## src/rtl/skew_pkg.sv

```systemverilog
// Shared definitions for the skew address generator family: FSM encoding and
// default datapath widths.
package skew_pkg;

    typedef enum logic [1:0] {
        IDLE = 2'd0,
        RUN  = 2'd1,
        DONE = 2'd2
    } state_e;

    localparam int ACC_W_DEF  = 24;
    localparam int FRAC_W_DEF = 9;
    localparam int X_W_DEF    = 8;
    localparam int Y_W_DEF    = 12;

endpackage

```

## src/rtl/skew_addr_gen_if.sv

```systemverilog
// Address beat stream from the deskew generator to the line-buffer read port.
interface skew_addr_gen_if
    import skew_pkg::*;
#(
    parameter int ACC_W  = ACC_W_DEF,
    parameter int FRAC_W = FRAC_W_DEF
);
    logic                    addr_valid;
    logic                    addr_ready;
    logic [ACC_W-FRAC_W-1:0] addr_int;
    logic [FRAC_W-1:0]       addr_frac;
    logic                    addr_oob;
    logic                    last_x;
    logic                    last_y;

    modport master (
        output addr_valid, addr_int, addr_frac, addr_oob, last_x, last_y,
        input  addr_ready
    );

    modport slave (
        input  addr_valid, addr_int, addr_frac, addr_oob, last_x, last_y,
        output addr_ready
    );
endinterface

```

## src/rtl/skew_addr_calc.sv

```systemverilog
// Combinational offset + acc + (x << FRAC_W) with out-of-range detection and
// clamp/wrap selection; shared by single- and multi-channel generators.
module skew_addr_calc
    import skew_pkg::*;
#(
    parameter int ACC_W  = ACC_W_DEF,
    parameter int FRAC_W = FRAC_W_DEF,
    parameter int X_W    = X_W_DEF
) (
    input  logic [ACC_W-1:0] offset_i,
    input  logic [ACC_W-1:0] acc_i,
    input  logic [X_W-1:0]   x_i,
    input  logic             clamp_mode_i,
    output logic [ACC_W-1:0] addr_o,
    output logic             oob_o
);
    localparam int SUM_W = ACC_W + 2;

    logic [ACC_W-1:0]        x_shift;
    logic signed [SUM_W-1:0] sum;

    assign x_shift = ACC_W'(x_i) << FRAC_W;

    // Two guard bits: offset and x are unsigned, only acc carries a sign.
    assign sum = $signed({2'b00, offset_i})
               + $signed({{2{acc_i[ACC_W-1]}}, acc_i})
               + $signed({2'b00, x_shift});

    // NOTE: every output gets a default at the top of always_comb so no path
    // leaves it unassigned, which would infer a latch.
    always_comb begin
        addr_o = sum[ACC_W-1:0];
        oob_o  = sum[SUM_W-1] | sum[ACC_W];
        if (oob_o && clamp_mode_i) begin
            addr_o = sum[SUM_W-1] ? '0 : '1;
        end
    end
endmodule

```

## src/rtl/skew_addr_gen.sv

```systemverilog
// Frame deskew address generator: walks a width x height raster and streams
// one registered fixed-point source address per pixel.
module skew_addr_gen
    import skew_pkg::*;
#(
    parameter int ACC_W  = ACC_W_DEF,
    parameter int FRAC_W = FRAC_W_DEF,
    parameter int X_W    = X_W_DEF,
    parameter int Y_W    = Y_W_DEF
) (
    input  logic             clk,
    input  logic             rst_n,
    input  logic             start,
    input  logic             abort,
    input  logic             clamp_mode,
    input  logic [X_W:0]     width,
    input  logic [Y_W:0]     height,
    input  logic [ACC_W-1:0] incr,
    input  logic [ACC_W-1:0] offset,
    skew_addr_gen_if.master  addr_if,
    output logic             busy,
    output logic             done
);
    localparam logic [X_W:0]   W_ONE = 1;
    localparam logic [Y_W:0]   H_ONE = 1;
    localparam logic [X_W-1:0] X_ONE = 1;
    localparam logic [Y_W-1:0] Y_ONE = 1;

    state_e           state_q;
    logic [X_W:0]     width_q;
    logic [Y_W:0]     height_q;
    logic [ACC_W-1:0] incr_q, offset_q, acc_q;
    logic             clamp_q;
    logic [X_W-1:0]   x_q;
    logic [Y_W-1:0]   y_q;
    logic             fin_q;
    logic             valid_q;
    logic [ACC_W-1:0] addr_q;
    logic             oob_q, last_x_q, last_y_q;

    logic [ACC_W-1:0] addr_d;
    logic             oob_d, last_x_d, last_y_d;
    logic             load;

    skew_addr_calc #(
        .ACC_W (ACC_W),
        .FRAC_W(FRAC_W),
        .X_W   (X_W)
    ) u_calc (
        .offset_i    (offset_q),
        .acc_i       (acc_q),
        .x_i         (x_q),
        .clamp_mode_i(clamp_q),
        .addr_o      (addr_d),
        .oob_o       (oob_d)
    );

    assign last_x_d = ({1'b0, x_q} == (width_q - W_ONE));
    assign last_y_d = ({1'b0, y_q} == (height_q - H_ONE));
    // fin_q stops loading once the final beat sits in the output register.
    assign load     = (state_q == RUN) && !fin_q && (!valid_q || addr_if.addr_ready);

    // NOTE: sequential state uses non-blocking assignments so every register
    // samples pre-edge values regardless of statement order.
    always_ff @(posedge clk or negedge rst_n) begin
        if (!rst_n) begin
            state_q  <= IDLE;
            width_q  <= '0;
            height_q <= '0;
            incr_q   <= '0;
            offset_q <= '0;
            clamp_q  <= 1'b0;
            acc_q    <= '0;
            x_q      <= '0;
            y_q      <= '0;
            fin_q    <= 1'b0;
            valid_q  <= 1'b0;
            addr_q   <= '0;
            oob_q    <= 1'b0;
            last_x_q <= 1'b0;
            last_y_q <= 1'b0;
        end else if (abort) begin
            state_q <= IDLE;
            valid_q <= 1'b0;
            acc_q   <= '0;
            x_q     <= '0;
            y_q     <= '0;
            fin_q   <= 1'b0;
        end else begin
            unique case (state_q)
                IDLE: begin
                    if (start) begin
                        width_q  <= width;
                        height_q <= height;
                        incr_q   <= incr;
                        offset_q <= offset;
                        clamp_q  <= clamp_mode;
                        acc_q    <= '0;
                        x_q      <= '0;
                        y_q      <= '0;
                        fin_q    <= 1'b0;
                        state_q  <= (width == '0 || height == '0) ? DONE : RUN;
                    end
                end
                RUN: begin
                    if (load) begin
                        valid_q  <= 1'b1;
                        addr_q   <= addr_d;
                        oob_q    <= oob_d;
                        last_x_q <= last_x_d;
                        last_y_q <= last_y_d;
                        if (last_x_d) begin
                            x_q   <= '0;
                            y_q   <= y_q + Y_ONE;
                            acc_q <= acc_q + incr_q;
                            fin_q <= last_y_d;
                        end else begin
                            x_q <= x_q + X_ONE;
                        end
                    end else if (valid_q && addr_if.addr_ready) begin
                        valid_q <= 1'b0;
                        if (fin_q) state_q <= DONE;
                    end
                end
                DONE: begin
                    state_q <= IDLE;
                    fin_q   <= 1'b0;
                end
                default: state_q <= IDLE;
            endcase
        end
    end

    assign addr_if.addr_valid = valid_q;
    assign addr_if.addr_int   = addr_q[ACC_W-1:FRAC_W];
    assign addr_if.addr_frac  = addr_q[FRAC_W-1:0];
    assign addr_if.addr_oob   = oob_q;
    assign addr_if.last_x     = last_x_q;
    assign addr_if.last_y     = last_y_q;
    assign busy               = (state_q != IDLE);
    assign done               = (state_q == DONE);
endmodule

```

## src/flat_wrapper.sv

```systemverilog
// flat-port wrapper written by rule: the top's interface ports become plain ports
module skew_addr_gen_flat import skew_pkg::*;
#(
    parameter int ACC_W  = ACC_W_DEF,
    parameter int FRAC_W = FRAC_W_DEF,
    parameter int X_W    = X_W_DEF,
    parameter int Y_W    = Y_W_DEF
)
  (clk, rst_n, start, abort, clamp_mode, width, height, incr, offset, busy, done, addr_if_addr_valid, addr_if_addr_int, addr_if_addr_frac, addr_if_addr_oob, addr_if_last_x, addr_if_last_y, addr_if_addr_ready);
  skew_addr_gen_if #(.ACC_W(ACC_W), .FRAC_W(FRAC_W)) addr_if_i ();
  input  logic clk;
  input  logic rst_n;
  input  logic start;
  input  logic abort;
  input  logic clamp_mode;
  input  logic [X_W:0] width;
  input  logic [Y_W:0] height;
  input  logic [ACC_W-1:0] incr;
  input  logic [ACC_W-1:0] offset;
  output logic busy;
  output logic done;
  output wire logic [$bits(addr_if_i.addr_valid)-1:0] addr_if_addr_valid;
  output wire logic [$bits(addr_if_i.addr_int)-1:0] addr_if_addr_int;
  output wire logic [$bits(addr_if_i.addr_frac)-1:0] addr_if_addr_frac;
  output wire logic [$bits(addr_if_i.addr_oob)-1:0] addr_if_addr_oob;
  output wire logic [$bits(addr_if_i.last_x)-1:0] addr_if_last_x;
  output wire logic [$bits(addr_if_i.last_y)-1:0] addr_if_last_y;
  input wire logic [$bits(addr_if_i.addr_ready)-1:0] addr_if_addr_ready;
  assign addr_if_addr_valid = addr_if_i.addr_valid;
  assign addr_if_addr_int = addr_if_i.addr_int;
  assign addr_if_addr_frac = addr_if_i.addr_frac;
  assign addr_if_addr_oob = addr_if_i.addr_oob;
  assign addr_if_last_x = addr_if_i.last_x;
  assign addr_if_last_y = addr_if_i.last_y;
  assign addr_if_i.addr_ready = addr_if_addr_ready;
  skew_addr_gen #(.ACC_W(ACC_W), .FRAC_W(FRAC_W), .X_W(X_W), .Y_W(Y_W)) u_core (.clk(clk), .rst_n(rst_n), .start(start), .abort(abort), .clamp_mode(clamp_mode), .width(width), .height(height), .incr(incr), .offset(offset), .addr_if(addr_if_i), .busy(busy), .done(done));
endmodule
```

## config.mk

```make
export PLATFORM = sky130hd
export DESIGN_NAME = skew_addr_gen_flat
export DESIGN_NICKNAME = d
export VERILOG_FILES = /design/src/rtl/skew_pkg.sv /design/src/rtl/skew_addr_gen_if.sv /design/src/rtl/skew_addr_calc.sv /design/src/rtl/skew_addr_gen.sv /design/src/flat_wrapper.sv
export SDC_FILE = /design/constraint.sdc
export NUM_CORES = 1
export LEC_CHECK = 0
export CAP_MARGIN = 20
export CELL_PAD_IN_SITES_DETAIL_PLACEMENT = 0
export CELL_PAD_IN_SITES_GLOBAL_PLACEMENT = 2
export CORE_MARGIN = 2
export CORE_UTILIZATION = 33
export DETAILED_ROUTE_END_ITERATION = 10
export PLACE_DENSITY_LB_ADDON = 0.05
export SYNTH_ARGS = -nofsm -noshare
export SYNTH_HDL_FRONTEND = slang
export SYNTH_SLANG_ARGS = --single-unit
export TNS_END_PERCENT = 1
```

## constraint.sdc

```tcl
create_clock -name clk -period 3.5 [get_ports clk]
set_input_delay 0.7 -clock clk [delete_from_list [all_inputs] [get_ports clk]]
set_output_delay 0.7 -clock clk [all_outputs]
set_load 0.02 [all_outputs]
```

==> results of run 1 <==
sequential cells by signal, indices dropped and copies added (netlist names), 2 cells and up:
register	count
u_core.state_q	2
u_core.offset_q	24
u_core.width_q	9
u_core.addr_q	24
u_core.y_q	12
u_core.acc_q	24
u_core.incr_q	24
u_core.height_q	13
u_core.x_q	8
worst max path at each step:
| stage | depth (start not counted) | to |
|---|---|---|
| after floorplan | 11 | u_core.addr_q[19] |
| after global placement | 11 | u_core.addr_q[3] |
| after detailed placement | 12 | u_core.addr_q[3] |
| after CTS | 12 | u_core.addr_q[3] |
| after global routing | 12 | u_core.addr_q[21] |
| final | 12 | u_core.addr_q[6] |
through the flow:
step	TNS (ps)	setup slack, ps
global route	-59.7	-29.4
floorplan	0	116
global placement	0	182
finish	0	200
CTS	0	27.9
detailed placement	0	63.8
kinds of logic (layout without fill, tap and decap cells):
| kind of cell | after synthesis | in the layout | synth area share |
|---|---|---|---|
| DFF | 146 | 146 | 0.386 |
| adders and majority gates | 80 | 80 | 0.114 |
| muxes | 77 | 77 | 0.0920 |
| and+or+nand+nor | 262 | 262 | 0.144 |
| AOI/OAI and AO/OA | 252 | 252 | 0.176 |
| xor gates and xnor gates | 65 | 65 | 0.0602 |
| buffers and inverters | 64 | 213 | 0.0281 |
layout make-up:
type | count | area [sq um]
flip-flops and latches | 146 | 3650
repair buffers | 150 | 1480
clock inverters | 12 | 144
inverters | 32 | 120
well taps | 378 | 473
fillers | 2805 | 16100
multi-input cells | 736 | 5590
clock buffers | 19 | 443
repair_timing:
| item | CTS | global route |
|---|---|---|
| setup endpoints to repair | 0 | 24 |
| endpoints found under the hold margin | 0 | 0 |
| resized for setup | 0 | 7 |
| hold buffers | 0 | 0 |
power groups by stage:
| stage | logic [W] | clock network (W) | registers (W) |
|---|---|---|---|
| after floorplan | 0.00182 | 0 | 0.00261 |
| after global placement | 0.00297 | 0 | 0.00255 |
| after detailed placement | 0.00296 | 0 | 0.00256 |
| after CTS | 0.00299 | 0.00195 | 0.00252 |
| after global routing | 0.00331 | 0.00201 | 0.00258 |
| final | 0.00296 | 0.00188 | 0.00252 |
synth_stat cells, types with 15 or more instances:
| master | number | area [sq um] |
|---|---|---|
| mux2_2 | 75 | 845 |
| a21o_1 | 20 | 150 |
| a21oi_1 | 69 | 345 |
| nand3_1 | 31 | 155 |
| clkbuf_1 | 23 | 86.3 |
| xor2_1 | 27 | 236 |
| nor2_1 | 68 | 255 |
| nor3_1 | 19 | 95.1 |
| ha_1 | 70 | 876 |
| nand4_1 | 15 | 93.8 |
| o31ai_1 | 27 | 203 |
| inv_1 | 32 | 120 |
| o21ai_0 | 52 | 260 |
| xnor2_1 | 38 | 333 |
| dfrtp_1 | 146 | 3650 |
| nand2_1 | 47 | 176 |
critical path, cell delays in order, from the launching register on:
cell and delay [ps]:
dfrtp_1 430, fa_1 470, ha_1 320, and4_1 250, nor2b_1 150, a2111oi_2 330
buf_4 160, nand2_1 90, a31oi_4 180, mux2_4 350, o21a_1 220, buf_12 160
a21oi_1 120
layer usage:
layer	share of wire	wire length, um	up-vias
met4	0.011	269	0
met1	0.53	13300	3600
met2	0.43	10900	101
met3	0.026	655	15
li1	-	-	3781
met5	0	0	-
cells in the final DEF (no fill, tap or decap), types with 4 or more instances in the layout:
cell type,instances
nand3_1,31
nor4_1,6
inv_1,32
nand4_1,15
ha_1,70
xor2_1,27
nand3b_1,5
a21o_1,20
nand2b_1,12
mux2_2,75
o21ai_1,4
buf_4,38
inv_6,4
a211oi_1,11
dfrtp_1,146
nand2_1,47
o31ai_1,27
and3_1,8
o211ai_1,6
o21a_1,6
nor3_1,19
buf_12,7
o21bai_1,4
or3_1,7
or4_1,9
a21oi_1,68
o21ai_0,51
xnor2_1,38
nor2b_1,13
or2_2,5
nor2_1,67
clkbuf_16,17
clkdlybuf4s50_1,104
fa_1,10
a31o_2,4
a22o_1,8
==> impl_metrics.tcl, run 1 <==
set metrics [dict create \
    status "completed" \
    post-route-period-util 0.943 \
    crit_type "register to register" \
    vias 7497 \
    drive_above_1_share 0.168 \
    grt_util_met2 0.260 \
    startpoint "u_core.acc_q[10]" \
    design_area_sq_um 11900 \
    fmax_mhz 303 \
    synth_edf_count 0 \
    clock_path_buffers 2 \
    setup_viol 0 \
    post_dp_cell_area_sq_um 11300 \
    min_path_type "primary input to asynchronous set/reset pin" \
    grt_max_degree 59 \
    yosysWarningCount 0 \
    clock_sinks 146 \
    dr.pass1.iters 5 \
    busiest_layer "met2" \
    tritoncts "built" \
    row_count 61 \
    area_delta_synth_final_pct 25.8 \
    cp_data_arrival_time_ps 3640 \
    drv_slew 0 \
    synth_cell_type_count 76 \
    async_flop_share 1.00 \
    worstReg2RegEnd "u_core.addr_q[6]" \
    finalCriticalPeriod_ps 3300 \
    cts_setup_buffers 0 \
    use_met1 0.254 \
    drc 0 \
    clkTransAtPathRegs_ps 70 \
    syn_nets 1102 \
    chipWidth_um 173 \
    post_drt_wl_per_cell_um 17.0 \
    grt_setup_unrepaired "yes" \
    overflow 0 \
    num-nets-final 1239 \
    final-hold-violation-count 0 \
    first_global_vias 7435 \
    clockRootBuffer "clkbuf_16" \
    critPathMaxFanout 20 \
    relSlewSlack 0.592 \
    seq_power_share 0.342 \
    track_usage 0.172 \
    antenna_found_initial 0 \
    ys_seq_area_frac 0.386 \
    syn_inst 946 \
    cts_buffers 17 \
    utilization 0.425 \
    gp_congestion 0.772 \
    fin_skew_ps 13.2 \
    p_sw_frac 0.363 \
    vias_per_cell 5.09 \
    dieArea_sq_um 30000 \
    postSynth.topFlopCell "dfrtp_1" \
    required_ps 3840 \
    r2r_slack_ps 200 \
    drt_iter0_markers 351 \
    grt_pass1_wl_um 41000 \
    grt_use_met3 0.0257 \
    drt-total-wl_um 25100 \
    synth_seq_cells 146 \
    end_kind "register" \
    holdWs_ps 251 \
    drv_cap 0 \
    die_y_um 173 \
    ir_worst_vdd_v 0.000312 \
    core_sq_um 28000 \
    worst_pin_slew_ps 610 \
    clk_latency_ps 430 \
    power_density_nw_per_um2 618 \
    antennaDiodeCount 0 \
    startpoint_type "register" \
    p_int_w 0.00468 \
    ios 106 \
    p_comb_frac 0.403 \
    power.total_w 0.00736 \
    power_frac_clock 0.255 \
    r2r_cells 12 \
    post-place-cells 1442 \
    htree_levels 4 \
    power_switching_w 0.00267 \
    syn_area_sq_um 9460 \
    leakage_nw 5.28 \
    syn_area_per_cell_sq_um 10.0 \
    portBuffers 105 \
    reg2reg_from "u_core.acc_q[10]" \
    hpwl_um 19400 \
    postRouteAntennaNets 0 \
    layoutNonFillerInstCount 1473 \
    start_util 0.338 \
]
Power figures use the tool's default switching activity.
==> run 2: changes to the inputs <==
SYNTH_HIERARCHICAL = 1   (was not set)
==> run 2 against run 1 <==
  * Synthesized cell count grew 5.3%
  * Sequential cell count is the same
  * Final area grew 2.2%
  * Clock power is essentially flat
  * Critical path type unchanged
  * Largest power group unchanged
==> impl_metrics.tcl, run 2 <==
set metrics [dict create \
    core_sq_um 29500 \
    cp_data_arrival_time_ps 3660 \
    post-place-cells 1480 \
    status "completed" \
    postRouteAntennaNets 0 \
    final_common_cell "dfrtp_1" \
    finalCriticalPeriod_ps 3350 \
    htree_levels 4 \
    leakage_nw 5.21 \
    reg2reg_from "u_core/acc_q[11]" \
    start_util 0.333 \
    die_y_um 176 \
    syn_area_sq_um 9810 \
    chipWidth_um 176 \
    startpoint_type "register" \
    regArea_sq_um 3650 \
    critPathMaxFanout 24 \
    synth_top_family_by_area "compound AO/OA/AOI/OAI gates" \
    syn_inst 996 \
    synthTopCellsByCount "dfrtp_1, mux2_2, a21oi_1" \
    setup_viol 0 \
    route.layer.met1.wl_um 15000 \
    grt_setup_unrepaired "no" \
    dr.pass1.iters 5 \
    antennaDiodeCount 0 \
    fill_cells 2939 \
    postSynth.topFlopCell "dfrtp_1" \
    async_flop_share 1.00 \
    drv_cap 0 \
    syn_area_per_cell_sq_um 9.85 \
    portBuffers 105 \
    post-place-ws_ps 33.6 \
    startpoint "u_core/acc_q[11]" \
    multi_input_area_sq_um 5890 \
    yosysWarningCount 6 \
    dr_wl_met3_um 736 \
    yosysTopAreaCellShare 0.372 \
    clk_latency_ps 430 \
    fmax_mhz 299 \
    post_drt_wl_per_cell_um 18.7 \
    clock_sinks 146 \
    layoutNonFillerInstCount 1519 \
    final-hold-violation-count 0 \
    post-route-period-util 0.957 \
    relSlewSlack 0.520 \
    ios 106 \
    power.total_w 0.00987 \
    routed.top_layer "met4" \
    muxShareOfSynthArea 0.112 \
    synth-xor-area-share 0.0509 \
    overflow 0 \
    synth-compound-area-share 0.186 \
    p_sw_frac 0.418 \
    final_cell_mix "dfrtp_1, clkdlybuf4s50_1, mux2_2" \
    drt_iter0_markers 402 \
    cts_buffers 17 \
    synthTopCellsByArea "dfrtp_1, mux2_2, ha_1" \
    yosysTopAreaCell "dfrtp_1" \
    synthAdderAreaFrac 0.106 \
    ir_worst_vdd_v 0.000336 \
    end_kind "register" \
    tritoncts "built" \
    track_usage 0.183 \
    p_comb_frac 0.511 \
    layout_setup_ws_ps 151 \
    drive_above_1_share 0.172 \
    synth_edf_count 0 \
    power_density_nw_per_um2 811 \
    syn_nets 1149 \
    min_path_type "primary input to asynchronous set/reset pin" \
    vias 7917 \
    yosysMostFrequentCell "dfrtp_1" \
    ys_seq_area_frac 0.372 \
    drt-total-wl_um 28400 \
    area_delta_synth_final_pct 23.9 \
    p_int_w 0.00574 \
    gp_congestion 0.798 \
    drv_slew 0 \
    vias_per_cell 5.21 \
    clockRootBuffer "clkbuf_16" \
    required_ps 3810 \
    grt_max_degree 60 \
    first_global_vias 7736 \
    num-nets-final 1270 \
    synthSimpleGateAreaFrac 0.136 \
    hpwl_um 21000 \
    drc 0 \
    fin_skew_ps 14.6 \
    dieArea_sq_um 31100 \
    hold_buffers 0 \
    grt_pass1_wl_um 44100 \
    power_switching_w 0.00412 \
    antenna_found_initial 0 \
    row_count 63 \
    crit_type "register to register" \
    synth_seq_cells 146 \
    seq_power_share 0.296 \
    synth_cell_type_count 77 \
    worst_pin_slew_ps 701 \
    clkTransAtPathRegs_ps 60 \
    holdWs_ps 240 \
    power_frac_clock 0.193 \
    clock_path_buffers 2 \
    tns_ps 0 \
    routed-wl-met2_um 12500 \
]
-- run 2: cell count changes in the layout (fill, tap and decap cells not counted), moves of 6 or more --
cell | before | now
o31ai_1 | 27 | 11
or4_1 | 9 | 1
mux2_2 | 75 | 92
nand2_1 | 47 | 70
xor2_1 | 27 | 21
nor2_1 | 67 | 56
nand4_1 | 15 | 9
a31oi_1 | 3 | 12
-- run 2: logic make-up after synthesis --
kind of cell	Yosys count
compound gates	269
simple gates	266
flops	146
mux	98
buf+inv	83
fa+ha+maj	77
xor+xnor	57
-- run 2: worst paths after layout --
path | end | slack, ps | depth (start not counted)
min | u_core/addr_q[3] | 240 | 1
max | u_core/addr_q[15] | 150 | 14
min in group clk | u_core/addr_if.last_x | 480 | 1
max in group asynchronous | u_core/acc_q[2] | 2380 | 2
min reg2reg | u_core/addr_if.last_x | 480 | 1
max reg2reg | u_core/addr_q[15] | 150 | 14
-- run 2: repair_timing --
action	CTS	global route
setup endpoints to repair	0	24
buffers inserted	0	5
resized for setup	0	12
endpoints found under the hold margin	0	0
-- run 2: layer usage --
layer  vias to the layer above  global-route usage
met5                         -                   0
met4                         0              0.0344
met3                        12              0.0282
met2                       126               0.278
met1                      3861               0.276
li1                       3918                   -
-- run 2: area by class of cell --
| cell class | instances | share of cell area |
|---|---|---|
| Clock inverter | 12 | 0.0132 |
| Tap cell | 390 | 0.0401 |
| Multi-Input combinational cell | 770 | 0.484 |
| Timing Repair Buffer | 144 | 0.115 |
| Clock buffer | 19 | 0.0356 |
| Inverter | 38 | 0.0117 |
| Sequential cell | 146 | 0.300 |
-- run 2: per-stage QoR --
step	utilization	instance area, sq um
floorplan	-	9810
global placement	0.388	11500
detailed placement	0.388	11500
CTS	0.409	12000
global route	0.413	12200
finish	0.413	12200
-- run 2: power by group through the flow --
| stage | Sequential, W | Clock [W] | Combinational (W) |
|---|---|---|---|
| global route | 0.00302 | 0.00203 | 0.00557 |
| global placement | 0.00295 | 0 | 0.00497 |
| detailed placement | 0.00294 | 0 | 0.00495 |
| finish | 0.00292 | 0.00191 | 0.00504 |
| floorplan | 0.00285 | 0 | 0.00340 |
| CTS | 0.00292 | 0.00196 | 0.00499 |
-- run 2: worst max-delay path, stage by stage, from the launching register on --
cell,delay [ps]
dfrtp_1,440
fa_1,490
ha_1,360
buf_4,140
nand2_1,60
o211a_1,230
nor3_2,200
buf_4,160
o21bai_1,100
buf_4,140
a211o_1,270
o211ai_2,90
buf_12,200
a21oi_1,70
mux2_2,260
